`config.mk`:
```
export PLATFORM = sky130hd
export DESIGN_NAME = mul_seq_32
export DESIGN_NICKNAME = d
export VERILOG_FILES = /design/src/rtl/mul_seq_32_pkg.sv /design/src/rtl/mul_seq_32_adder.sv /design/src/rtl/mul_seq_32.sv
export SDC_FILE = /design/constraint.sdc
export NUM_CORES = 1
export LEC_CHECK = 0
export CAP_MARGIN = 15
export CORE_MARGIN = 3
export CORE_UTILIZATION = 54
export CTS_CLUSTER_SIZE = 16
export DETAILED_ROUTE_END_ITERATION = 6
export GPL_TIMING_DRIVEN = 0
export PLACE_DENSITY = 0.81
export REMOVE_ABC_BUFFERS = 1
export SYNTH_ARGS = -nofsm -noshare
export SYNTH_HDL_FRONTEND = slang
export SYNTH_HIERARCHICAL = 1
export SYNTH_SLANG_ARGS = --single-unit
```
`constraint.sdc`:
```
create_clock -name clk -period 4.9 [get_ports clk]
set_clock_uncertainty 0.2 [all_clocks]
set_input_delay 0.49 -clock clk [delete_from_list [all_inputs] [get_ports clk]]
set_output_delay 0.49 -clock clk [all_outputs]
set_load 0.01 [all_outputs]
```
`src/rtl/mul_seq_32_pkg.sv`:
```
// mul_seq_32_pkg: shared ALU constants and multiplier state encodings
package mul_seq_32_pkg;
    localparam int ALU_WIDTH = 32;
    localparam int MUL_ITERS = 32;
    localparam int MUL_CNT_W = $clog2(MUL_ITERS);
    typedef enum logic [1:0] {
        MUL_IDLE = 2'd0,
        MUL_RUN  = 2'd1,
        MUL_DONE = 2'd2
    } mul_state_t;
endpackage

```
`src/rtl/mul_seq_32_adder.sv`:
```
// adder_32: combinational 32-bit adder with carry in/out
module adder_32
    import mul_seq_32_pkg::*;
(
    output logic [ALU_WIDTH-1:0] s,
    output logic                 c_out,
    input  logic [ALU_WIDTH-1:0] a,
    input  logic [ALU_WIDTH-1:0] b,
    input  logic                 c_in
);
    assign {c_out, s} = {1'b0, a} + {1'b0, b} + {{ALU_WIDTH{1'b0}}, c_in};
endmodule

```
`src/rtl/mul_seq_32.sv`:
```
// mul_seq_32: sequential shift-and-add 32x32->64 multiplier; MUL_ZERO_SKIP_EN finishes zero operands in one cycle
module mul_seq_32
    import mul_seq_32_pkg::*;
#(
    parameter int WIDTH = ALU_WIDTH,
    parameter int CNT_W = MUL_CNT_W
) (
    input  logic               clk,
    input  logic               rst,
    input  logic               start,
    input  logic [WIDTH-1:0]   a,
    input  logic [WIDTH-1:0]   b,
    output logic               busy,
    output logic               done,
    output logic [2*WIDTH-1:0] p
);
    mul_state_t state, state_nxt;
    logic [WIDTH-1:0] mcand, hi, lo, s, add_b;
    logic [CNT_W-1:0] count;
    logic c_out, last, accept, skip;
    adder_32 u_add (.s(s), .c_out(c_out), .a(hi), .b(add_b), .c_in(1'b0));
    always_comb begin
        add_b = lo[0] ? mcand : '0;
        last = count == CNT_W'(MUL_ITERS - 1);
        accept = start && state != MUL_RUN;
`ifdef MUL_ZERO_SKIP_EN
        skip = a == '0 || b == '0;
`else
        skip = 1'b0;
`endif
        state_nxt = state == MUL_RUN ? (last ? MUL_DONE : MUL_RUN)
                  : accept ? (skip ? MUL_DONE : MUL_RUN) : MUL_IDLE;
    end
    always_ff @(posedge clk) begin
        if (rst) begin
            state <= MUL_IDLE;
            mcand <= '0;
            hi    <= '0;
            lo    <= '0;
            count <= '0;
            p     <= '0;
        end else begin
            state <= state_nxt;
            if (accept) begin
                mcand <= a;
                hi    <= '0;
                lo    <= b;
                count <= '0;
                if (skip) p <= '0;
            end else if (state == MUL_RUN) begin
                {hi, lo} <= {c_out, s, lo[WIDTH-1:1]};
                count    <= count + 1'b1;
                if (last) p <= {c_out, s, lo[WIDTH-1:1]};
            end
        end
    end
    assign busy = state == MUL_RUN;
    assign done = state == MUL_DONE;
endmodule
```
==> impl_metrics.yaml, run 1 <==
outcome:
  status: "complete, no violations"
floorplanning:
  start_util_pct: 56.4
  die-height_um: 128
  die_w_um: 128
  die-area_um2: 16300
  core_area_um2: 14100
  pin_count: 133
  row_count: 43
cells_and_area:
  fin_area_um2: 9970
  postLayoutCoreUtil_pct: 70.4
  drive_gt1_share_pct: 5.65
  nets: 1081
  fill_cells: 1112
  syn_to_final_growth_pct: 25.0
  diodes: 0
yosys:
  yosys.area.top_type_share_pct: 41.9
  async_flop_share_pct: 0
  yosysMostFrequentCell: "dfxtp_1"
  ys_warn_count: 6
  ys_top_cells_by_area: "dfxtp_1 (42%), a22o_1 (7.0%), a21oi_1 (6.1%), ha_1 (5.3%), nand2_1 (4.1%)"
  syn_area_per_cell_um2: 8.94
  synth_top_area_cell: "dfxtp_1"
  synthCells: 892
  syn_area_um2: 7980
  yosys-top-cells-count: "dfxtp_1 (167), a21oi_1 (98), nand2_1 (88)"
  synth.distinct_cells: 55
  synth-seq-area-share_pct: 41.9
  ys_seq_elements: 167
  synth_edf_count: 0
  synth_ff_type: "dfxtp_1"
grt:
  grtUsageTotal_pct: 24.9
  grt_max_degree: 74
  grt_pass1_wl_mm: 33.2
  antenna_found_initial: 0
  gr-total-overflow: 0
  grt_pass1_vias: 6733
power:
  pwr-share-comb_pct: 8.6
  finalPower_mw: 3.12
  swShare_pct: 24.7
  pwr-share-clk_pct: 45.3
  irDropWorstVdd_uv: 239
  internal_power_mw: 2.35
  power.density_nw_per_um2: 313
  leakage_nw: 4.06
  p_sw_mw: 0.772
  pwr-share-seq_pct: 46.0
clocking:
  tritoncts: "done"
  cts_made_buffers: 17
  post_cts_buffers: 0
  h-tree-depth: 4
  clock-sinks: 167
  cts_hold_buf: 0
  cts-root-buf: "clkbuf_16"
  insertion_delay_ns: 0.43
  cts_buffer_depth: 2
  clk_pin_slew_ns: 0.07
  ctsResizeCount: 0
timing:
  rsz0062_at_grt: "false"
  fin_crit_ns: 4.31
  tightest_slew_ns: 1.11
  maxSlewHeadroom_pct: 26.2
  max_freq_mhz: 232
  layout_setup_ws_ns: 0.589
  hold_violations: 0
  drv_slew: 0
  period_share_pct: 88.0
  setup_viol: 0
  setup_tns_ns: 0
worst_setup_path:
  cp_num_cells: 12
  cp-end-kind: "register"
  cpMostUsedCell: "a21oi_1"
  crit_fanout: 33
  required_ns: 4.98
  reg2reg_depth: 12
  regToRegEndpoint: "hi[31]$_SDFFE_PP0N_"
  crit_path_end: "hi[31]$_SDFFE_PP0N_"
  reg2reg_from: "lo[0]$_SDFFE_PP0P_"
  worstSetupStartpoint: "lo[0]$_SDFFE_PP0P_"
  path_delay_family: "compound AO/OA/AOI/OAI gates"
  cp.arrival_ns: 4.39
  path_cells: "and2_1 -> fa_1 -> fa_1 -> a21o_1 -> a221oi_2 -> o21ai_2 -> a21o_1 -> a21oi_1 -> a21oi_1 -> a221o_1 -> nand2_1 -> a21oi_1"
  crit_type: "register to register"
  start_kind: "register"
  critical_path_buf_inv_count: 0
  regToRegSetupSlack_ns: 0.59
  cpPeakStageDelay_ns: 0.68
  critPathSlowestCell: "dfxtp_1"
placement:
  portBuffers: 132
  place_congestion: 0.862
  post-place-ws_ns: 0.671
  postPlaceCellArea_um2: 9340
  hpwlAfterDp_mm: 13.2
route:
  num_vias: 6837
  routedWlPerCell_um: 17.0
  remaining_drc_errors: 0
  dr.pass1.iters: 5
  via_per_inst: 5.84
  drt_wl_total_mm: 20.0
  drt_iter0_markers: 419
  detail-route-antenna-nets: 0
hold_path:
  hold_path_depth: 2
  min_path_type: "register to register"
run:
  max_cap_violations: 0
## layer usage
| metal | up-vias | global-route usage [%] | wire length, um |
|---|---|---|---|
| met4 | 0 | 7.76 | 309 |
| met3 | 28 | 9.49 | 1650 |
| met2 | 207 | 40.6 | 9370 |
| li1 | 3374 | - | - |
| met5 | - | 0 | 0 |
| met1 | 3228 | 30.7 | 8630 |
## per-stage QoR
step           hold WS (ns)  instances
4_1_cts               0.262       1171
3_5_place_dp          0.253       1139
5_1_grt               0.278       1171
6_report              0.261       1171
3_3_place_gp          0.246       1131
2_1_floorplan         0.241        819
## tightest hold or removal path, stage by stage, from the launching register on
cell     delay (ns)
dfxtp_1        0.31
nand2_1        0.05
a21oi_1        0.05
## placed cells by master (no fill, tap or decap), types with 6 or more instances in the layout
cell type / Yosys / routed
a211oi_1: 36 / 36
a21o_1: 22 / 22
a21oi_1: 98 / 98
a22o_1: 64 / 64
a31oi_1: 6 / 6
and2_1: 33 / 33
buf_16: 0 / 6
clkbuf_16: 0 / 17
clkdlybuf4s50_1: 0 / 130
dfxtp_1: 167 / 167
ha_1: 34 / 34
mux2i_1: 32 / 32
nand2_1: 88 / 88
nand3_1: 41 / 41
nand4_1: 6 / 6
nor2_1: 54 / 54
o21ai_0: 44 / 44
xnor2_1: 16 / 16
xor2_1: 14 / 14
## kinds of logic (layout without fill, tap and decap cells)
logic type	count (synthesis)	in the layout	share of synthesized area, %
xor+xnor	30	30	3.29
fa+ha+maj	36	36	5.84
other cells	1	1	0.0470
mux	32	32	4.02
simple gates	248	248	14.6
buf+inv	79	178	5.19
flops	167	167	41.9
compound gates	299	299	25.1
## worst min-delay path by stage
stage | start | endpoint | slack (ns)
CTS | hi[29]$_SDFFE_PP0N_ | hi[29]$_SDFFE_PP0N_ | 0.26
global placement | hi[9]$_SDFFE_PP0N_ | hi[9]$_SDFFE_PP0N_ | 0.25
floorplan | hi[10]$_SDFFE_PP0N_ | hi[10]$_SDFFE_PP0N_ | 0.24
detailed placement | hi[29]$_SDFFE_PP0N_ | hi[29]$_SDFFE_PP0N_ | 0.25
global route | hi[27]$_SDFFE_PP0N_ | hi[27]$_SDFFE_PP0N_ | 0.28
finish | hi[2]$_SDFFE_PP0N_ | hi[2]$_SDFFE_PP0N_ | 0.26
## area by class of cell
cell class              count  area, um2  share of cell area [%]
inverters                   6       25.0                   0.251
clock buffers              18        439                    4.41
repair buffers            140       1510                    15.2
clock inverters            14        189                    1.90
flip-flops and latches    167       3340                    33.5
multi-input cells         646       4230                    42.5
well taps                 180        225                    2.26
## flip-flops by register name (all words and copies together), names as in the netlist
| register | flops |
|---|---|
| state | 2 |
| hi | 32 |
| lo | 32 |
| count | 5 |
| p | 64 |
| mcand | 32 |
## power by group through the flow
stage | sequential (mW) | combinational, mW | clock [mW]
floorplan | 1.45 | 0.141 | 0
global route | 1.44 | 0.297 | 1.49
global placement | 1.47 | 0.262 | 0
detailed placement | 1.47 | 0.269 | 0
CTS | 1.44 | 0.270 | 1.44
finish | 1.44 | 0.270 | 1.42
Note: power is estimated with default switching activity, not from simulation.
==> run 2: changes to the inputs <==
CORE_UTILIZATION = 24   (was 54)
PLACE_DENSITY = not set   (was 0.81)
==> impl_metrics.yaml, run 2 (synthesized netlist as in run 1, its figures left out) <==
outcome:
  status: "complete, no violations"
timing:
  fin_crit_ns: 4.10
  period_share_pct: 83.6
  tightest_slew_ns: 1.06
  drv_slew: 0
  rsz0062_at_grt: "false"
  maxSlewHeadroom_pct: 29.5
  max_freq_mhz: 244
  setup_viol: 0
  hold_violations: 0
cells_and_area:
  syn_to_final_growth_pct: 28.1
  largest_reg_flops: 64
  layout_common_cells: "dfxtp_1 (167), clkdlybuf4s50_1 (130), a21oi_1 (98), nand2_1 (88), a22o_1 (64)"
  diodes: 0
  drive_gt1_share_pct: 5.66
  final_common_cell: "dfxtp_1"
  nets: 1081
  postLayoutCoreUtil_pct: 31.3
  top_register: "p"
worst_setup_path:
  path_cells: "and2_1 -> fa_1 -> fa_1 -> a21o_1 -> a221oi_2 -> o21ai_2 -> a21o_1 -> a21oi_1 -> a21oi_1 -> a221o_1 -> a22o_1"
  critPathSlowestCell: "dfxtp_1"
  reg2reg_from: "lo[0]$_SDFFE_PP0P_"
  cpPeakStageDelay_ns: 0.47
  cp.arrival_ns: 4.23
  reg2reg_depth: 11
  crit_fanout: 14
  required_ns: 5.03
  path_delay_family: "compound AO/OA/AOI/OAI gates"
  critical_path_buf_inv_count: 0
  cp-end-kind: "register"
  cp_num_cells: 11
  crit_type: "register to register"
  start_kind: "register"
  worstSetupStartpoint: "lo[0]$_SDFFE_PP0P_"
route:
  num_vias: 6798
  dr.pass1.iters: 5
  drt_wl_total_mm: 22.4
  via_per_inst: 4.75
  detail-route-antenna-nets: 0
  routedWlPerCell_um: 15.7
  drt_iter0_markers: 283
  remaining_drc_errors: 0
floorplanning:
  core_area_um2: 32600
  pin_count: 133
  start_util_pct: 24.5
  die-area_um2: 35500
  die_w_um: 188
  die-height_um: 188
  row_count: 66
placement:
  place_congestion: 0.818
  portBuffers: 132
  hpwlAfterDp_mm: 15.2
clocking:
  clock-sinks: 167
  cts-root-buf: "clkbuf_16"
  cts_buffer_depth: 2
  post_cts_buffers: 0
  insertion_delay_ns: 0.44
  ctsResizeCount: 0
  cts_made_buffers: 17
  tritoncts: "done"
  clk_pin_slew_ns: 0.07
  cts_hold_buf: 0
  h-tree-depth: 4
power:
  power.density_nw_per_um2: 297
  irDropWorstVdd_uv: 191
  leakage_nw: 4.03
  finalPower_mw: 3.04
run:
  max_cap_violations: 0
hold_path:
  hold_path_depth: 3
  min_from: "start"
  min_path_type: "input port to register"
grt:
  grtUsageTotal_pct: 12.6
  gr-total-overflow: 0
  grt_pass1_vias: 6884
  grt_pass1_wl_mm: 36.1
  antenna_found_initial: 0
  grt_max_degree: 72
==> run 2: path summary, 6_finish.rpt <==
kind,to,slack [ns]
setup / recovery,p[63]$_SDFFE_PP0P_,0.80
hold / removal,lo[11]$_SDFFE_PP0P_,0.26
setup reg to reg,p[63]$_SDFFE_PP0P_,0.80
hold reg to reg,hi[28]$_SDFFE_PP0N_,0.26
==> run 2: metal layers <==
layer | routed length, um | share of wire, % | global-route usage (%)
met4 | 398 | 1.8 | 3.92
met5 | 0 | 0 | 0
met1 | 10300 | 46 | 15.6
met3 | 1450 | 6.5 | 3.87
met2 | 10300 | 46 | 21.0
==> run 2: layout make-up <==
cell class              count  area [um2]
inverters                   6        25.0
fillers                  3397       22400
flip-flops and latches    167        3340
repair buffers            140        1500
well taps                 442         553
multi-input cells         646        4230
clock buffers              18         439
clock inverters            13         123
==> run 2: report_power, final <==
group / total, mW / internal, mW / switching, mW
Combinational: 0.275 / 0.119 / 0.156
Clock: 1.33 / 0.717 / 0.611
Sequential: 1.43 / 1.40 / 0.0321
==> run 2: worst reg2reg max path, delay by kind of cell, from the launching register on <==
kind            cells  cell delay [ns]
fa+ha+maj           2             0.88
compound gates      8             2.17
simple gates        1             0.25
flops               1             0.47
==> run 2: stage by stage <==
stage | area [um2] | TNS (ns) | std cells | hold WS, ns | worst slack [ns]
2_1_floorplan | 7590 | -24.43 | 819 | 0.241 | -0.376
6_report | 10200 | 0 | 1432 | 0.263 | 0.803
3_5_place_dp | 9640 | 0 | 1400 | 0.254 | 0.492
5_1_grt | 10200 | 0 | 1432 | 0.266 | 0.646
4_1_cts | 10200 | 0 | 1431 | 0.245 | 0.467
3_3_place_gp | 9460 | -383.07 | 1393 | 0.247 | -4.07
==> variant: new RTL, flow settings as in run 1 <==
Add a define of `MUL_ZERO_SKIP_EN`.
--- a/src/rtl/mul_seq_32.sv
+++ b/src/rtl/mul_seq_32.sv
@@ -1,3 +1,5 @@
 // mul_seq_32: sequential shift-and-add 32x32->64 multiplier; MUL_ZERO_SKIP_EN finishes zero operands in one cycle
+`define MUL_ZERO_SKIP_EN
+
 module mul_seq_32
     import mul_seq_32_pkg::*;
Function: changed (Yosys sat finds a counterexample within 4 cycles, from zero or initial values and one cycle with rst high).
==> variant against run 1 <==
Total power is 0.87% higher; sequential share of layout area down 2.5 points; clock power shrank 5%; worst setup slack got worse by 13 ps; synthesized cell count up 19%; die area increased by 8.6%; count of clock-buffer cells in the layout up 1; final area grew 8.2%; critical path depth did not move; routed wire length grew 19%; sequential cell count stayed put; area after synthesis up 9.0%; critical path type unchanged; largest cell class unchanged; largest power group unchanged; highest routed layer is now met5.
==> variant: results <==
export IMPL_r2r_end="hi[27]"
export IMPL_pwr_share_seq_pct=46.1
export IMPL_n_all_buffers=147
export IMPL_cp_arrival_ps=4460
export IMPL_grt_pass1_vias=8073
export IMPL_whs_ps=248.8
export IMPL_grt_pass1_wl_mm=39.63
export IMPL_ys_seq_area_share_pct=38.45
export IMPL_clk_share_pct=5.442
export IMPL_synth_xor_area_share_pct=2.820
export IMPL_die_w_um=132.9
export IMPL_min_to="mcand[13]"
export IMPL_seq_area_share_pct=31.01
export IMPL_multiInputCombCellCount=809
export IMPL_gp_congestion=0.8973
export IMPL_synthTopCellsByArea="dfxtp_1 (38%), nand2_1 (9.5%), a32oi_1 (6.4%)"
export IMPL_status="finished clean"
export IMPL_tightest_slew_ps=1125
export IMPL_fmax_mhz=231.3
export IMPL_dp_slack_ps=709.6
export IMPL_min_from="mcand[13]"
export IMPL_fill_cells=1218
export IMPL_drt_total_wl_mm=23.75
export IMPL_critPathMaxStageDelay_ps=1060
export IMPL_synth_distinct_cells=62
export IMPL_multi_input_area_um2=4938
export IMPL_comb_power_share_pct=10.9
export IMPL_synth_common_cells="nand2_1 (221), dfxtp_1 (167), a21oi_1 (101)"
export IMPL_switching_share_pct=26.44
export IMPL_track_usage_pct=26.92
export IMPL_ir_worst_vdd_mv=0.3064
export IMPL_p_leak_nw=4.091
-- variant: per-layer routing --
metal,routed length [um],share of wire (%),global-route usage (%),up-vias
met2,11230,47,44.53,299
li1,-,-,-,4021
met5,13,0.055,0,-
met4,423,1.8,8.372,2
met1,10070,42,33.55,3898
met3,2004,8.4,8.441,34
-- variant: logic make-up (layout without fill, tap and decap cells) --
family | Yosys count | after routing
other | 1 | 1
buffers and inverters | 89 | 186
adder cells (fa/ha/maj) | 35 | 35
flip-flops | 167 | 167
AND/OR/NAND/NOR | 377 | 377
AO/OA/AOI/OAI | 335 | 335
XOR/XNOR | 28 | 28
multiplexers | 33 | 33
-- variant: stage by stage --
step / TNS, ps / cells
6_report: 0 / 1373
5_1_grt: 0 / 1373
4_1_cts: 0 / 1373
3_5_place_dp: 0 / 1342
3_3_place_gp: -542620 / 1327
2_1_floorplan: -174370 / 984
